### config.mk
export PLATFORM = sky130hd
export DESIGN_NAME = fetch_ctrl
export DESIGN_NICKNAME = d
export VERILOG_FILES = /design/src/rtl/fetch_ctrl.sv
export SDC_FILE = /design/constraint.sdc
export NUM_CORES = 1
export LEC_CHECK = 0
export ABC_AREA = 1
export BUFFER_PORTS_ARGS = -buffer_cell sky130_fd_sc_hd__buf_4
export CORE_ASPECT_RATIO = 0.9
export CORE_MARGIN = 4
export CORE_UTILIZATION = 25
export DETAILED_ROUTE_END_ITERATION = 10
export GPL_TIMING_DRIVEN = 0
export PLACE_DENSITY_LB_ADDON = 0.25
export SETUP_SLACK_MARGIN = 0.1
export SYNTH_ARGS = -nofsm -noshare
export SYNTH_HDL_FRONTEND = slang
export SYNTH_SLANG_ARGS = --single-unit
### constraint.sdc
create_clock -name clk -period 1.7 [get_ports clk]
set_input_delay 0.17 -clock clk [delete_from_list [all_inputs] [get_ports clk]]
set_output_delay 0.17 -clock clk [all_outputs]
set_load 0.02 [all_outputs]
### src/rtl/fetch_ctrl.sv
// Fetch controller: drives instruction memory and the IF/ID latch,
// parking a fetched word while decode stalls and flushing on redirect.
module fetch_ctrl #(
  parameter logic [31:0] RESET_PC  = 32'h0000_0000,
  parameter logic [31:0] NOP_INSTR = 32'h0000_0000
) (
  input  logic        clk,
  input  logic        rst_n,
  input  logic        stall,
  input  logic        redirect,
  input  logic [31:0] redirect_pc,
  input  logic [31:0] imem_rdata,
  input  logic        imem_ready,
  output logic        imem_req,
  output logic [31:0] imem_addr,
  output logic        latch_en,
  output logic [31:0] latch_instr,
  output logic [31:0] latch_pc,
  output logic [15:0] fetch_cnt
);

  typedef enum logic [1:0] {
    BOOT  = 2'd0,
    FETCH = 2'd1,
    HOLD  = 2'd2
  } state_e;

  state_e      state_q, state_d;
  logic [31:0] pc_q, pc_d;
  logic [31:0] hold_instr_q, hold_instr_d;
  logic [31:0] hold_pc_q, hold_pc_d;
  logic [15:0] cnt_q, cnt_d;

  always_ff @(posedge clk) begin
    if (!rst_n) begin
      state_q      <= BOOT;
      pc_q         <= RESET_PC;
      hold_instr_q <= NOP_INSTR;
      hold_pc_q    <= RESET_PC;
      cnt_q        <= 16'd0;
    end else begin
      state_q      <= state_d;
      pc_q         <= pc_d;
      hold_instr_q <= hold_instr_d;
      hold_pc_q    <= hold_pc_d;
      cnt_q        <= cnt_d;
    end
  end

  always_comb begin
    state_d      = state_q;
    pc_d         = pc_q;
    hold_instr_d = hold_instr_q;
    hold_pc_d    = hold_pc_q;
    cnt_d        = cnt_q;
    imem_req     = 1'b0;
    latch_en     = 1'b0;
    latch_instr  = NOP_INSTR;
    latch_pc     = pc_q;

    case (state_q)
      BOOT: begin
        latch_en = 1'b1;
        state_d  = FETCH;
      end
      FETCH: begin
        imem_req = 1'b1;
        if (imem_ready) begin
          pc_d = pc_q + 32'd4;
          if (!stall) begin
            latch_en    = 1'b1;
            latch_instr = imem_rdata;
            cnt_d       = cnt_q + 16'd1;
          end else begin
            hold_instr_d = imem_rdata;
            hold_pc_d    = pc_q;
            state_d      = HOLD;
          end
        end else begin
          latch_en = !stall;
        end
      end
      HOLD: begin
        if (!stall) begin
          latch_en    = 1'b1;
          latch_instr = hold_instr_q;
          latch_pc    = hold_pc_q;
          cnt_d       = cnt_q + 16'd1;
          state_d     = FETCH;
        end
      end
      default: state_d = BOOT;
    endcase

    // Flush wins over everything; any parked word is dropped.
    if (redirect) begin
      pc_d         = {redirect_pc[31:2], 2'b00};
      hold_instr_d = NOP_INSTR;
      cnt_d        = cnt_q;
      latch_en     = 1'b1;
      latch_instr  = NOP_INSTR;
      latch_pc     = pc_q;
      state_d      = FETCH;
    end
  end

  assign imem_addr = pc_q;
  assign fetch_cnt = cnt_q;

endmodule

-- Word level (Yosys, flattened, before mapping)
Index checks and enable logic that the tools add are counted.
- input bits: 69
- flip-flop bits (word level): 114
- logic and storage cells: 55
- bitwise gates (word level): 2
- reduce and logical (&&, ||, !) cells: 12
- equal/unequal tests: 8
- mux-type cells: 24
- $add $sub $neg: 2
- operator list (cell ; count):
    two-way mux 32 bit ; 10
    case mux 32 bit (2 select lines) ; 1
    adder 32 x 3 -> 32 bit, second input constant ; 1
    two-way mux 16 bit ; 2
    case mux 16 bit (2 select lines) ; 1
    adder 16 x 1 -> 16 bit, second input constant ; 1
    AND reduction 3 bit ; 4
    != test 3 bit, second input constant ; 3
    two-way mux 2 bit ; 3
    != test 2 bit, second input constant ; 3
    case mux 2 bit (3 select lines) ; 1
    nonzero test 2 bit ; 3
    two-way mux 1 bit ; 5
    AND reduction 2 bit ; 2
    case mux 1 bit (3 select lines) ; 1
    == test 2 x 1 -> 1 bit, second input constant ; 1
    == test 2 bit, second input constant ; 1
    logical NOT 2 bit ; 1
    NOT 1 bit ; 2
    OR reduction 2 bit ; 1
    logical NOT 1 bit ; 1

-- Logic depth before layout (Yosys ltp)
Gate-level depths: netlist (run 1).
- depth in word-level cells: 4
- depth in mapped cells: 11
- gate-level depth less buffers: 11

-- Least setup slack after synthesis (run 1)
Ideal clock, no wire load.
- path type: register to output
- start: register state_q[1]
- end: output port latch_instr[10]
- slack: -0.200 ns
- path buffers: 1
- stages on the path, launching flop included: 8
- arrival: 1.730 ns
- cells stage by stage: dfxtp_1 inv_1 ha_1 nand2_1 inv_1 clkbuf_1 nand3_1 a21oi_1
- cells in the longest elaborated chain, start to end: 3
- elaborated cells on any way between the ends: 4
- RTL lines (element ; line ; RTL):
    start: declaration ; 28 ; state_e state_q, state_d;
    start signal: assignment ; 42 ; state_q <= state_d;
    == test 2 bit / == test 2 x 1 -> 1 bit (equally long branches) ; 61 ; case (state_q)
    case mux 32 bit (2 select lines) * ; 61 ;
    two-way mux 32 bit * ; 96 ; if (redirect) begin
    end: declaration ; 17 ; output logic [31:0] latch_instr,
Every way passes the cells marked *; elsewhere a longest branch is shown, timed or not.

-- Final worst setup path (run 1)
- start: register state_q[0]
- end: output port latch_pc[27]
- cells in the longest elaborated chain, start to end: 3
- RTL lines (element ; line ; RTL):
    == test 2 bit ; 61 ;
    two-way mux 32 bit ; 61 ;
    two-way mux 32 bit ; 96 ;
    end: declaration ; 18 ; output logic [31:0] latch_pc,
No other way between the ends.

==> results.py, run 1 <==
metrics = {
    "run_status": {
        "status": "finished, violations left",
        "violations": "negative setup slack",
    },
    "layout": {
        "num_antenna_cells": 0,
        "drive_gt1_share_pct": 47.62,
        "layout_common_cells": "nand2_1 (184), buf_4 (137), dfxtp_1 (107)",
        "fillers": 2370,
        "layout_commonest_cell": "nand2_1",
        "area_growth_pct": 85.98,
        "nets": 1269,
        "fin_area_sq_mm": 0.01172,
    },
    "yosys": {
        "synth_cell_types": 42,
        "synthTopCellsByArea": "dfxtp_1 (36%), nand2_1 (12%), a21oi_1 (8.3%)",
        "ys_ff_latch": 112,
        "syn_area_sq_mm": 0.006300,
        "synth_edf_count": 0,
        "yosysWarningCount": 0,
        "synthArstFlopShare_pct": 0,
        "synthCells": 932,
        "ys_seq_area_share_pct": 35.59,
        "synth_top_area_share_pct": 35.59,
        "synth_area_per_cell_sq_um": 6.759,
        "yosysTopAreaCell": "dfxtp_1",
        "ys.flop_type": "dfxtp_1",
    },
    "floorplanning": {
        "dieArea_sq_mm": 0.02781,
        "core-area_sq_mm": 0.02453,
        "num_io_pins": 183,
        "fp.dieW_um": 175.3,
        "rows": 54,
        "die_y_um": 158.6,
        "start_util_pct": 25.69,
    },
    "timing": {
        "period_minus_slack_ps": 2077,
        "worstMarginPinSlew_ps": 1236,
        "setup_violations": 145,
        "report.final.slew_viol_count": 0,
        "finalSetupTns_ps": -26270,
        "hold-worst-slack_ps": 59.94,
        "relSlewSlack_pct": 17.61,
        "rsz0062_at_grt": "true",
        "period_share_pct": 122.2,
        "setup_slack_ps": -377.0,
        "hold_viol": 0,
        "fmax_ghz": 0.4815,
        "fin_skew_ps": 17.52,
    },
    "placement": {
        "dpl.hpwl_um": 18140,
        "gp_congestion": 0.8710,
        "io_buffers": 176,
        "dpl_cell_area_sq_mm": 0.008610,
    },
    "drt": {
        "via_per_inst": 4.773,
        "first_pass_iters": 5,
        "dr_total_vias": 7327,
        "detail_route.wl_per_cell_um": 17.57,
        "postRouteAntennaNets": 0,
        "drc": 0,
        "dr.first_iter.drc_count": 415,
        "routed_wl_um": 26970,
    },
    "clock_network": {
        "cts_inserted_buffers": 9,
        "cts.path.max_buffers": 2,
        "tritoncts": "built",
        "clockRootBuffer": "clkbuf_16",
        "clock_latency_ps": 370,
        "clock_sinks": 112,
        "clkTransAtPathRegs_ps": 80,
        "cts_hold_buf": 0,
        "ctsHtreeMaxLevel": 3,
    },
    "global_routing": {
        "antenna_found_initial": 0,
        "first_global_vias": 7153,
        "grt_usage_pct": 18.71,
        "grt_pass1_wl_um": 40720,
        "overflow": 0,
        "grt_max_degree": 20,
    },
    "worst_setup_path": {
        "reg2reg_slack_ps": -180,
        "critPathMaxFanout": 10,
        "endpoint_kind": "primary output",
        "arrival_ps": 1910,
        "cp-start-kind": "flop",
        "crit_type": "flop to primary output",
        "required_ps": 1530,
    },
    "power_and_ir_drop": {
        "powerDensity_mw_per_mm2": 574.1,
        "ir_worst_vdd_uv": 471.6,
        "cellLeakagePower_nw": 4.743,
    },
    "min_path": {
        "hold_path.class": "input port to flop",
    },
    "flow_run": {
        "cap_violations": 0,
    },
}
-- logic make-up (layout without fill, tap and decap cells) --
logic type               after synthesis  in the layout  share of synthesized area (%)
adder cells (fa/ha/maj)                6              6                          1.192
AO/OA/AOI/OAI                        207            207                          19.03
buffers and inverters                142            408                          10.47
flip-flops                           112            112                          35.59
AND/OR/NAND/NOR                      449            449                          31.46
XOR/XNOR                              11             11                          1.529
other                                  1              2                        0.05953
multiplexers                           4              4                         0.6753
-- state kept, by name (all words and copies together), names as in the netlist --
signal and count:
fetch_cnt 16, imem_addr 30, hold_instr_q 32, hold_pc_q 32
state_q 2
-- cells in the mapped netlist, types with 8 or more instances --
| master | instances |
|---|---|
| buf_2 | 18 |
| nand2_1 | 206 |
| o21ai_1 | 16 |
| buf_6 | 10 |
| dfxtp_1 | 112 |
| nor2_1 | 117 |
| o21ai_0 | 44 |
| nor2_2 | 10 |
| nor3_1 | 10 |
| xor2_1 | 10 |
| a31oi_1 | 9 |
| inv_2 | 8 |
| inv_1 | 80 |
| clkbuf_1 | 17 |
| nand3_1 | 76 |
| o211a_1 | 26 |
| a21oi_1 | 105 |
-- worst paths after layout --
kind / end / start / depth (start not counted)
worst max-delay path: latch_pc[27] / state_q[0] / 11
worst min-delay path: hold_instr_q[10] / imem_rdata[10] / 3
worst max register to register: hold_pc_q[27] / state_q[0] / 11
worst min register to register: hold_pc_q[1] / hold_pc_q[1] / 2
-- worst max-delay path: stages (launching register included) --
cell	delay, ps
dfxtp_4	360
inv_4	60
ha_4	130
inv_2	50
nor2_4	90
inv_2	50
nor2_4	120
inv_4	70
buf_12	160
buf_12	160
a21oi_4	160
buf_6	140
-- routing by layer --
metal  vias up  GRT usage [%]  routed length (um)
li1       3600              -                   -
met1      3466          25.68               12470
met2       225          30.66               12620
met3        36          3.134                1271
met4         0          5.123                 607
met5         -              0                   0
-- repair_timing --
action | in CTS | in global routing
setup buffers | 41 | 9
setup endpoints to repair | 155 | 178
pin swaps | 64 | 68
gates resized for setup | 366 | 116
cloned | 21 | 3
endpoints found under the hold margin | 0 | 0
-- cell type report --
| class | count | area, sq um | area share (%) |
|---|---|---|---|
| Multi-Input combinational cell | 679 | 4994 | 42.62 |
| Timing Repair Buffer | 249 | 2701 | 23.06 |
| Sequential cell | 112 | 2251 | 19.21 |
| Buffer | 52 | 656.9 | 5.607 |
| Tap cell | 336 | 420.4 | 3.588 |
| Inverter | 90 | 405.4 | 3.460 |
| Clock buffer | 9 | 225.2 | 1.922 |
| Clock inverter | 7 | 53.80 | 0.4592 |
| Timing Repair inverter | 1 | 8.758 | 0.07475 |
-- power by group --
| group | leakage [nW] | total (mW) | internal [mW] | switching [mW] |
|---|---|---|---|---|
| registers | 0.914 | 2.85 | 2.72 | 0.126 |
| clock network | 0.141 | 2.12 | 1.01 | 1.10 |
| logic | 3.69 | 1.76 | 0.818 | 0.941 |
| total | 4.74 | 6.73 | 4.56 | 2.17 |
-- metrics by stage --
stage	worst slack, ps	utilization [%]	cells	power, mW
2_1_floorplan	30.42	-	933	3.530
3_3_place_gp	-300.4	35.10	1445	4.038
3_5_place_dp	-291.8	35.10	1445	4.046
4_1_cts	-420.0	45.36	1523	6.656
5_1_grt	-463.9	47.77	1535	7.009
6_report	-377.0	47.77	1535	6.726
Note: power is estimated with default switching activity, not from simulation.
==> run 2, diff against run 1 <==
--- a/config.mk
+++ b/config.mk
@@ -12,7 +12,8 @@
 export CORE_UTILIZATION = 25
 export DETAILED_ROUTE_END_ITERATION = 10
 export GPL_TIMING_DRIVEN = 0
-export PLACE_DENSITY_LB_ADDON = 0.25
+export PLACE_DENSITY = 0.46
+export RECOVER_POWER = 25
 export SETUP_SLACK_MARGIN = 0.1
 export SYNTH_ARGS = -nofsm -noshare
 export SYNTH_HDL_FRONTEND = slang
==> run 2 against run 1 <==
  * The run still ends with negative setup slack left
  * Total power grew 3.8%
  * Worst hold slack lost 23 ps
  * Count of clock-buffer cells in the layout is the same
  * Sequential share of layout area shrank 1.4 points
  * Sequential power is essentially flat
  * Critical endpoint is now latch_pc[29]
  * Largest power group unchanged
==> results.py, run 2 (synthesis results as in run 1) <==
metrics = {
    "run_status": {
        "status": "finished, violations left",
        "violations": "negative setup slack",
    },
    "drt": {
        "routed_wl_um": 28710,
        "dr_total_vias": 7394,
        "drc": 0,
        "postRouteAntennaNets": 0,
        "first_pass_iters": 6,
        "dr.first_iter.drc_count": 355,
        "via_per_inst": 4.764,
        "detail_route.wl_per_cell_um": 18.50,
    },
    "global_routing": {
        "grt_usage_pct": 19.76,
        "antenna_found_initial": 0,
        "overflow": 0,
        "grt_max_degree": 19,
        "grt_pass1_wl_um": 42820,
        "first_global_vias": 7413,
    },
    "layout": {
        "num_antenna_cells": 0,
        "nets": 1287,
        "fin_area_sq_mm": 0.01266,
        "layout_commonest_cell": "buf_4",
        "area_growth_pct": 101.0,
        "layout_common_cells": "buf_4 (127), nand2_1 (121), dfxtp_1 (109)",
        "stdcell_count": 1552,
        "drive_gt1_share_pct": 56.99,
        "final_core_util_pct": 51.63,
    },
    "timing": {
        "fmax_ghz": 0.4856,
        "setup_violations": 175,
        "worstMarginPinSlew_ps": 1119,
        "relSlewSlack_pct": 25.40,
        "period_share_pct": 121.1,
        "hold-worst-slack_ps": 37.08,
        "period_minus_slack_ps": 2059,
        "report.final.slew_viol_count": 0,
        "rsz0062_at_grt": "true",
        "setup_slack_ps": -359.4,
        "fin_skew_ps": 10.86,
        "hold_viol": 0,
    },
    "placement": {
        "dp_cells": 1445,
        "dp_slack_ps": -257.1,
        "gp_congestion": 0.8509,
        "dpl_cell_area_sq_mm": 0.008610,
        "io_buffers": 176,
        "dpl.hpwl_um": 18480,
    },
    "worst_setup_path": {
        "arrival_ps": 1890,
        "critPathMaxFanout": 5,
        "required_ps": 1530,
        "endpoint_kind": "primary output",
        "crit_type": "flop to primary output",
        "reg2reg_depth": 13,
        "cp-start-kind": "flop",
    },
    "clock_network": {
        "ctsHtreeMaxLevel": 3,
        "clock_sinks": 112,
        "clockRootBuffer": "clkbuf_16",
        "cts.path.max_buffers": 2,
        "tritoncts": "built",
        "clock_latency_ps": 360,
        "cts_inserted_buffers": 9,
        "clkTransAtPathRegs_ps": 80,
    },
    "power_and_ir_drop": {
        "cellLeakagePower_nw": 5.357,
        "powerDensity_mw_per_mm2": 551.6,
        "ir_worst_vdd_uv": 396.6,
    },
    "min_path": {
        "hold_path.class": "input port to flop",
        "hold_path_depth": 3,
    },
    "floorplanning": {
        "dieArea_sq_mm": 0.02781,
        "start_util_pct": 25.69,
        "rows": 54,
        "fp.dieW_um": 175.3,
        "num_io_pins": 183,
        "die_y_um": 158.6,
        "core-area_sq_mm": 0.02453,
    },
    "flow_run": {
        "cap_violations": 0,
    },
}
-- run 2: repair_timing --
item                       CTS  global route
resized for setup          478           224
setup endpoints to repair  154           178
pin swaps                   77            73
hold endpoints to repair     0             0
buffers inserted            56            18
hold buffers                 0             0
gates cloned                25             6
-- run 2: area by class of cell --
type	instances	area [sq um]
Multi-Input combinational cell	679	5650
Clock inverter	6	68.82
Buffer	50	681.9
Sequential cell	112	2251
Clock buffer	9	225.2
Tap cell	336	420.4
Timing Repair Buffer	268	2939
Timing Repair inverter	2	17.52
Inverter	90	409.1
Fill cell	2304	11860
-- run 2: worst paths after layout --
kind / from / end / slack, ps
max reg2reg: state_q[1] / imem_addr[26] / -200
min: imem_rdata[2] / hold_instr_q[2] / 40
min reg2reg: hold_pc_q[0] / hold_pc_q[0] / 450
max: state_q[0] / latch_pc[29] / -360
-- run 2: stage by stage --
stage / total power [mW] / setup TNS, ps
after global placement: 4.054 / -16820
after global routing: 7.274 / -42170
after detailed placement: 4.051 / -17490
final: 6.985 / -29840
after CTS: 6.879 / -29330
after floorplan: 3.530 / 0
-- run 2: where the power goes --
part           internal [mW]  switching [mW]
logic                  0.882            1.02
registers               2.72           0.142
clock network           1.15            1.07
total                   4.75            2.23
-- run 2: critical path, stage by stage, from the launching register on --
cell and delay (ps):
dfxtp_2 330, inv_2 70, ha_4 150, inv_4 40
nor2_4 80, inv_2 50, nor2_4 110, inv_4 70
buf_12 150, buf_12 140, a21oi_4 180, buf_6 140
-- run 2: layer usage --
metal	wire length (um)	up-vias	GRT usage, %
met5	0	-	0
met4	481	0	4.263
met3	1277	34	3.300
met2	13650	193	33.30
met1	13300	3542	26.84
li1	-	3625	-
==> run 3, diff against run 2 <==
--- a/config.mk
+++ b/config.mk
@@ -9,10 +9,10 @@
 export BUFFER_PORTS_ARGS = -buffer_cell sky130_fd_sc_hd__buf_4
 export CORE_ASPECT_RATIO = 0.9
 export CORE_MARGIN = 4
-export CORE_UTILIZATION = 25
+export CORE_UTILIZATION = 53
 export DETAILED_ROUTE_END_ITERATION = 10
 export GPL_TIMING_DRIVEN = 0
-export PLACE_DENSITY = 0.46
+export PLACE_DENSITY = 0.83
 export RECOVER_POWER = 25
 export SETUP_SLACK_MARGIN = 0.1
 export SYNTH_ARGS = -nofsm -noshare
==> run 3 against run 2 <==
  * The run now fails in global routing (5_1_grt)
  * Synthesized cell count did not move
  * Area after synthesis did not move
==> results.py, run 3 <==
metrics = {
    "clock_network": {
        "ctsHtreeMaxLevel": 3,
        "clock_sinks": 112,
        "cts.path.max_buffers": 2,
        "cts_inserted_buffers": 9,
        "clockRootBuffer": "clkbuf_16",
        "cts_hold_buf": 0,
    },
    "floorplanning": {
        "num_io_pins": 183,
        "fp.dieW_um": 122.9,
        "start_util_pct": 54.65,
        "die_y_um": 111.4,
        "rows": 37,
    },
    "run_status": {
        "status": "aborted with a tool error",
        "firstError": "[ERROR GRT-0232] Routing congestion too high. Check the congestion heatmap in the GUI.",
        "haltStage": "global routing (5_1_grt)",
    },
    "placement": {
        "gp_congestion": 0.9547,
        "dpl.hpwl_um": 15290,
        "io_buffers": 176,
    },
    "yosys": {
        "synth_cell_types": 42,
        "ys_ff_latch": 112,
        "yosysMostFrequentCell": "nand2_1",
        "ys_seq_area_share_pct": 35.59,
        "synthTopCellsByArea": "dfxtp_1 (36%), nand2_1 (12%), a21oi_1 (8.3%)",
        "syn_area_sq_mm": 0.006300,
        "synth_mux_area_share_pct": 0.6753,
        "synthCells": 932,
        "synth_area_per_cell_sq_um": 6.759,
        "synthArstFlopShare_pct": 0,
        "synth-simple-area-share_pct": 31.46,
        "synth_top_area_share_pct": 35.59,
        "synth_top_family_by_area": "simple AND/OR/NAND/NOR gates",
        "synth-compound-area-share_pct": 19.03,
        "ys_top_cells_by_count": "nand2_1 (206), nor2_1 (117), dfxtp_1 (112)",
        "synthAdderAreaFrac_pct": 1.192,
        "synth_xor_xnor_area_share_pct": 1.529,
        "ys.flop_type": "dfxtp_1",
        "synth_edf_count": 0,
        "yosysWarningCount": 0,
        "yosysTopAreaCell": "dfxtp_1",
    },
    "global_routing": {
        "grt_max_degree": 20,
        "grt_usage_pct": 91.48,
        "overflow": 553,
    },
    "timing": {
        "endpoint_type": "primary output",
        "grt-worst-endpoint": "latch_pc[25]",
    },
}
[run 3: cell counts after synthesis]
No cell type changed its count.
[run 3: cell families after synthesis]
kind of cell,Yosys count
buffers and inverters,142
XOR/XNOR,11
AND/OR/NAND/NOR,449
AO/OA/AOI/OAI,207
multiplexers,4
flip-flops,112
other,1
adder cells (fa/ha/maj),6
[run 3: timing repair]
action                                  4_1_cts
pin swaps                                    37
setup buffers                                25
gates resized for setup                     241
cloned                                       12
hold endpoints to repair                      0
endpoints found under the setup margin      154
[run 3: through the flow]
| stage | std cells | setup TNS, ps | util, % | instance area [sq um] | setup WS, ps |
|---|---|---|---|---|---|
| global placement | 1265 | -9332 | 72.73 | 8384 | -223.7 |
| CTS | 1318 | -17020 | 86.61 | 9983 | -367.2 |
| detailed placement | 1265 | -11460 | 72.73 | 8384 | -261.0 |
| floorplan | 933 | 0 | - | 6868 | 30.42 |
[run 3: per-layer routing]
| layer | GRT usage [%] | overflow |
|---|---|---|
| met1 | 86.22 | 5 |
| met2 | 108.6 | 364 |
| met3 | 76.94 | 2 |
| met4 | 101.9 | 182 |
| met5 | 33.82 | 0 |
==> run 4, diff against run 3 <==
--- a/config.mk
+++ b/config.mk
@@ -7,14 +7,12 @@
 export LEC_CHECK = 0
 export ABC_AREA = 1
 export BUFFER_PORTS_ARGS = -buffer_cell sky130_fd_sc_hd__buf_4
-export CORE_ASPECT_RATIO = 0.9
 export CORE_MARGIN = 4
-export CORE_UTILIZATION = 53
+export CORE_UTILIZATION = 40
 export DETAILED_ROUTE_END_ITERATION = 10
 export GPL_TIMING_DRIVEN = 0
-export PLACE_DENSITY = 0.83
+export PLACE_DENSITY_LB_ADDON = 0.15
 export RECOVER_POWER = 25
-export SETUP_SLACK_MARGIN = 0.1
 export SYNTH_ARGS = -nofsm -noshare
 export SYNTH_HDL_FRONTEND = slang
 export SYNTH_SLANG_ARGS = --single-unit
==> run 4 against run 3 <==
  * The flow now finishes, with violations (negative setup slack)
==> results.py, run 4 (synthesis results as in run 1) <==
metrics = {
    "worst_setup_path": {
        "crit_type": "flop to primary output",
        "reg2reg_depth": 12,
        "reg2reg_from": "state_q[1]",
        "cp_top_family": "buffers and inverters",
        "crit_top_cell": "inv_2",
        "endpoint_kind": "primary output",
        "required_ps": 1530,
        "worst_path_max_delay_cell": "dfxtp_2",
        "r2r-end": "hold_instr_q[10]",
        "cpPeakStageDelay_ps": 330,
        "critPathMaxFanout": 6,
        "cp-startpoint": "state_q[0]",
        "worstSetupEndpoint": "latch_pc[17]",
        "arrival_ps": 1880,
        "cp-start-kind": "flop",
        "cp_cell_sequence": "inv_2 -> ha_4 -> inv_2 -> nor2_4 -> inv_2 -> nor2_4 -> inv_4 -> buf_12 -> clkbuf_16 -> a21oi_2 -> buf_4",
        "cp.depth": 11,
        "reg2reg_slack_ps": -280,
        "cp_num_buf_inv": 7,
    },
    "floorplanning": {
        "start_util_pct": 41.14,
        "core-area_sq_mm": 0.01531,
        "rows": 45,
        "fp.dieW_um": 133.5,
        "die_y_um": 133.5,
        "dieArea_sq_mm": 0.01782,
        "num_io_pins": 183,
    },
    "drt": {
        "routed_wl_um": 27280,
        "dr_total_vias": 7730,
        "detail_route.wl_per_cell_um": 19.40,
        "dr.first_iter.drc_count": 585,
        "via_per_inst": 5.498,
        "first_pass_iters": 5,
        "postRouteAntennaNets": 0,
        "drc": 0,
    },
    "placement": {
        "dpl.hpwl_um": 15770,
        "gp_congestion": 0.8777,
        "dp_cells": 1320,
        "dp_slack_ps": -223.4,
        "io_buffers": 176,
    },
    "power_and_ir_drop": {
        "power.total_mw": 7.103,
        "cellLeakagePower_nw": 4.730,
        "p_comb_share_pct": 24.7,
        "p_sw_mw": 2.101,
        "switching_share_pct": 29.58,
        "ir_worst_vdd_uv": 535.3,
        "powerDensity_mw_per_mm2": 623.2,
        "pwr-share-clk_pct": 35.3,
        "power_frac_seq_pct": 40.0,
        "internal-power_mw": 5.002,
    },
    "global_routing": {
        "grt_pass1_wl_um": 35340,
        "grt_max_degree": 18,
        "first_global_vias": 6728,
        "grt_usage_pct": 24.60,
        "antenna_found_initial": 0,
        "overflow": 0,
    },
    "timing": {
        "hold_viol": 0,
        "rsz0062_at_grt": "true",
        "fmax_ghz": 0.4868,
        "report.final.slew_viol_count": 0,
        "worstMarginPinSlew_ps": 1095,
        "relSlewSlack_pct": 27.01,
        "period_minus_slack_ps": 2054,
        "setup_violations": 175,
        "setup_slack_ps": -354.2,
        "fin_skew_ps": 7.442,
        "period_share_pct": 120.8,
    },
    "layout": {
        "area_growth_pct": 80.91,
        "nets": 1265,
        "layout_commonest_cell": "nand2_1",
        "stdcell_count": 1406,
        "num_antenna_cells": 0,
        "layout_common_cells": "nand2_1 (154), buf_4 (153), dfxtp_1 (109)",
        "fillers": 1095,
        "drive_gt1_share_pct": 51.13,
    },
    "clock_network": {
        "clkTransAtPathRegs_ps": 70,
        "cts_inserted_buffers": 9,
        "clock_sinks": 112,
        "tritoncts": "built",
        "cts.path.max_buffers": 2,
        "clock_latency_ps": 360,
        "cts_hold_buf": 0,
        "clockRootBuffer": "clkbuf_16",
        "ctsHtreeMaxLevel": 3,
    },
    "run_status": {
        "status": "finished, violations left",
        "violations": "negative setup slack",
    },
    "flow_run": {
        "cap_violations": 0,
    },
    "min_path": {
        "hold_path.class": "input port to flop",
    },
}
==> run 4: layout make-up <==
| type | instances | area [sq um] | area share (%) |
|---|---|---|---|
| clock inverter | 5 | 103.9 | 0.9112 |
| tap | 211 | 264.0 | 2.316 |
| multi-input combinational | 679 | 4977 | 43.67 |
| buffer | 51 | 614.3 | 5.390 |
| timing repair inverter | 2 | 27.53 | 0.2415 |
| inverter | 90 | 421.7 | 3.700 |
| clock buffer | 11 | 242.7 | 2.130 |
| sequential | 112 | 2248 | 19.73 |
| timing repair buffer | 245 | 2497 | 21.91 |
==> run 4: per-stage QoR <==
stage	hold WS [ps]	setup TNS (ps)	utilization [%]	instance area (sq um)
after global routing	66.78	-42850	74.42	11400
after global placement	404.9	-9332	52.29	8008
after floorplan	304.9	-1178	-	6422
after detailed placement	411.8	-9831	52.29	8008
after CTS	44.38	-17090	61.63	9438
final	54.97	-34290	74.42	11400
==> run 4: worst min path at each step <==
| stage | startpoint | slack (ps) | cells past startpoint | to |
|---|---|---|---|---|
| after floorplan | imem_rdata[1] | 300 | 2 | hold_instr_q[1] |
| after global placement | imem_rdata[2] | 400 | 3 | hold_instr_q[2] |
| after detailed placement | imem_rdata[6] | 410 | 3 | hold_instr_q[6] |
| after CTS | imem_rdata[2] | 40 | 3 | hold_instr_q[2] |
| after global routing | imem_rdata[1] | 70 | 3 | hold_instr_q[1] |
| final | imem_rdata[1] | 50 | 3 | hold_instr_q[1] |
==> run 4: power groups by stage <==
stage	registers [mW]	logic, mW	clock network, mW
6_report	2.84	1.75	2.51
5_1_grt	2.85	1.84	2.61
4_1_cts	2.83	1.26	2.53
3_5_place_dp	2.88	1.05	0
3_3_place_gp	2.88	1.04	0
2_1_floorplan	2.91	0.543	0
==> run 4: timing repair <==
item | in CTS | in global routing
endpoints found under the setup margin | 94 | 166
hold endpoints to repair | 0 | 0
pin swaps | 49 | 84
gates cloned | 8 | 19
setup buffers | 15 | 29
gates resized for setup | 210 | 348
==> run 4: tightest hold or removal path: cells and delay by family <==
| kind | cells | cell delay [ps] |
|---|---|---|
| buffers and inverters | 1 | 100 |
| and+or+nand+nor | 2 | 110 |
==> run 4: per-layer routing <==
metal,wire length (um),track usage [%],vias up
met5,0,0,-
met3,1722,3.663,72
met2,13610,41.22,339
li1,-,-,3585
met1,10940,32.48,3734
met4,1009,8.343,0
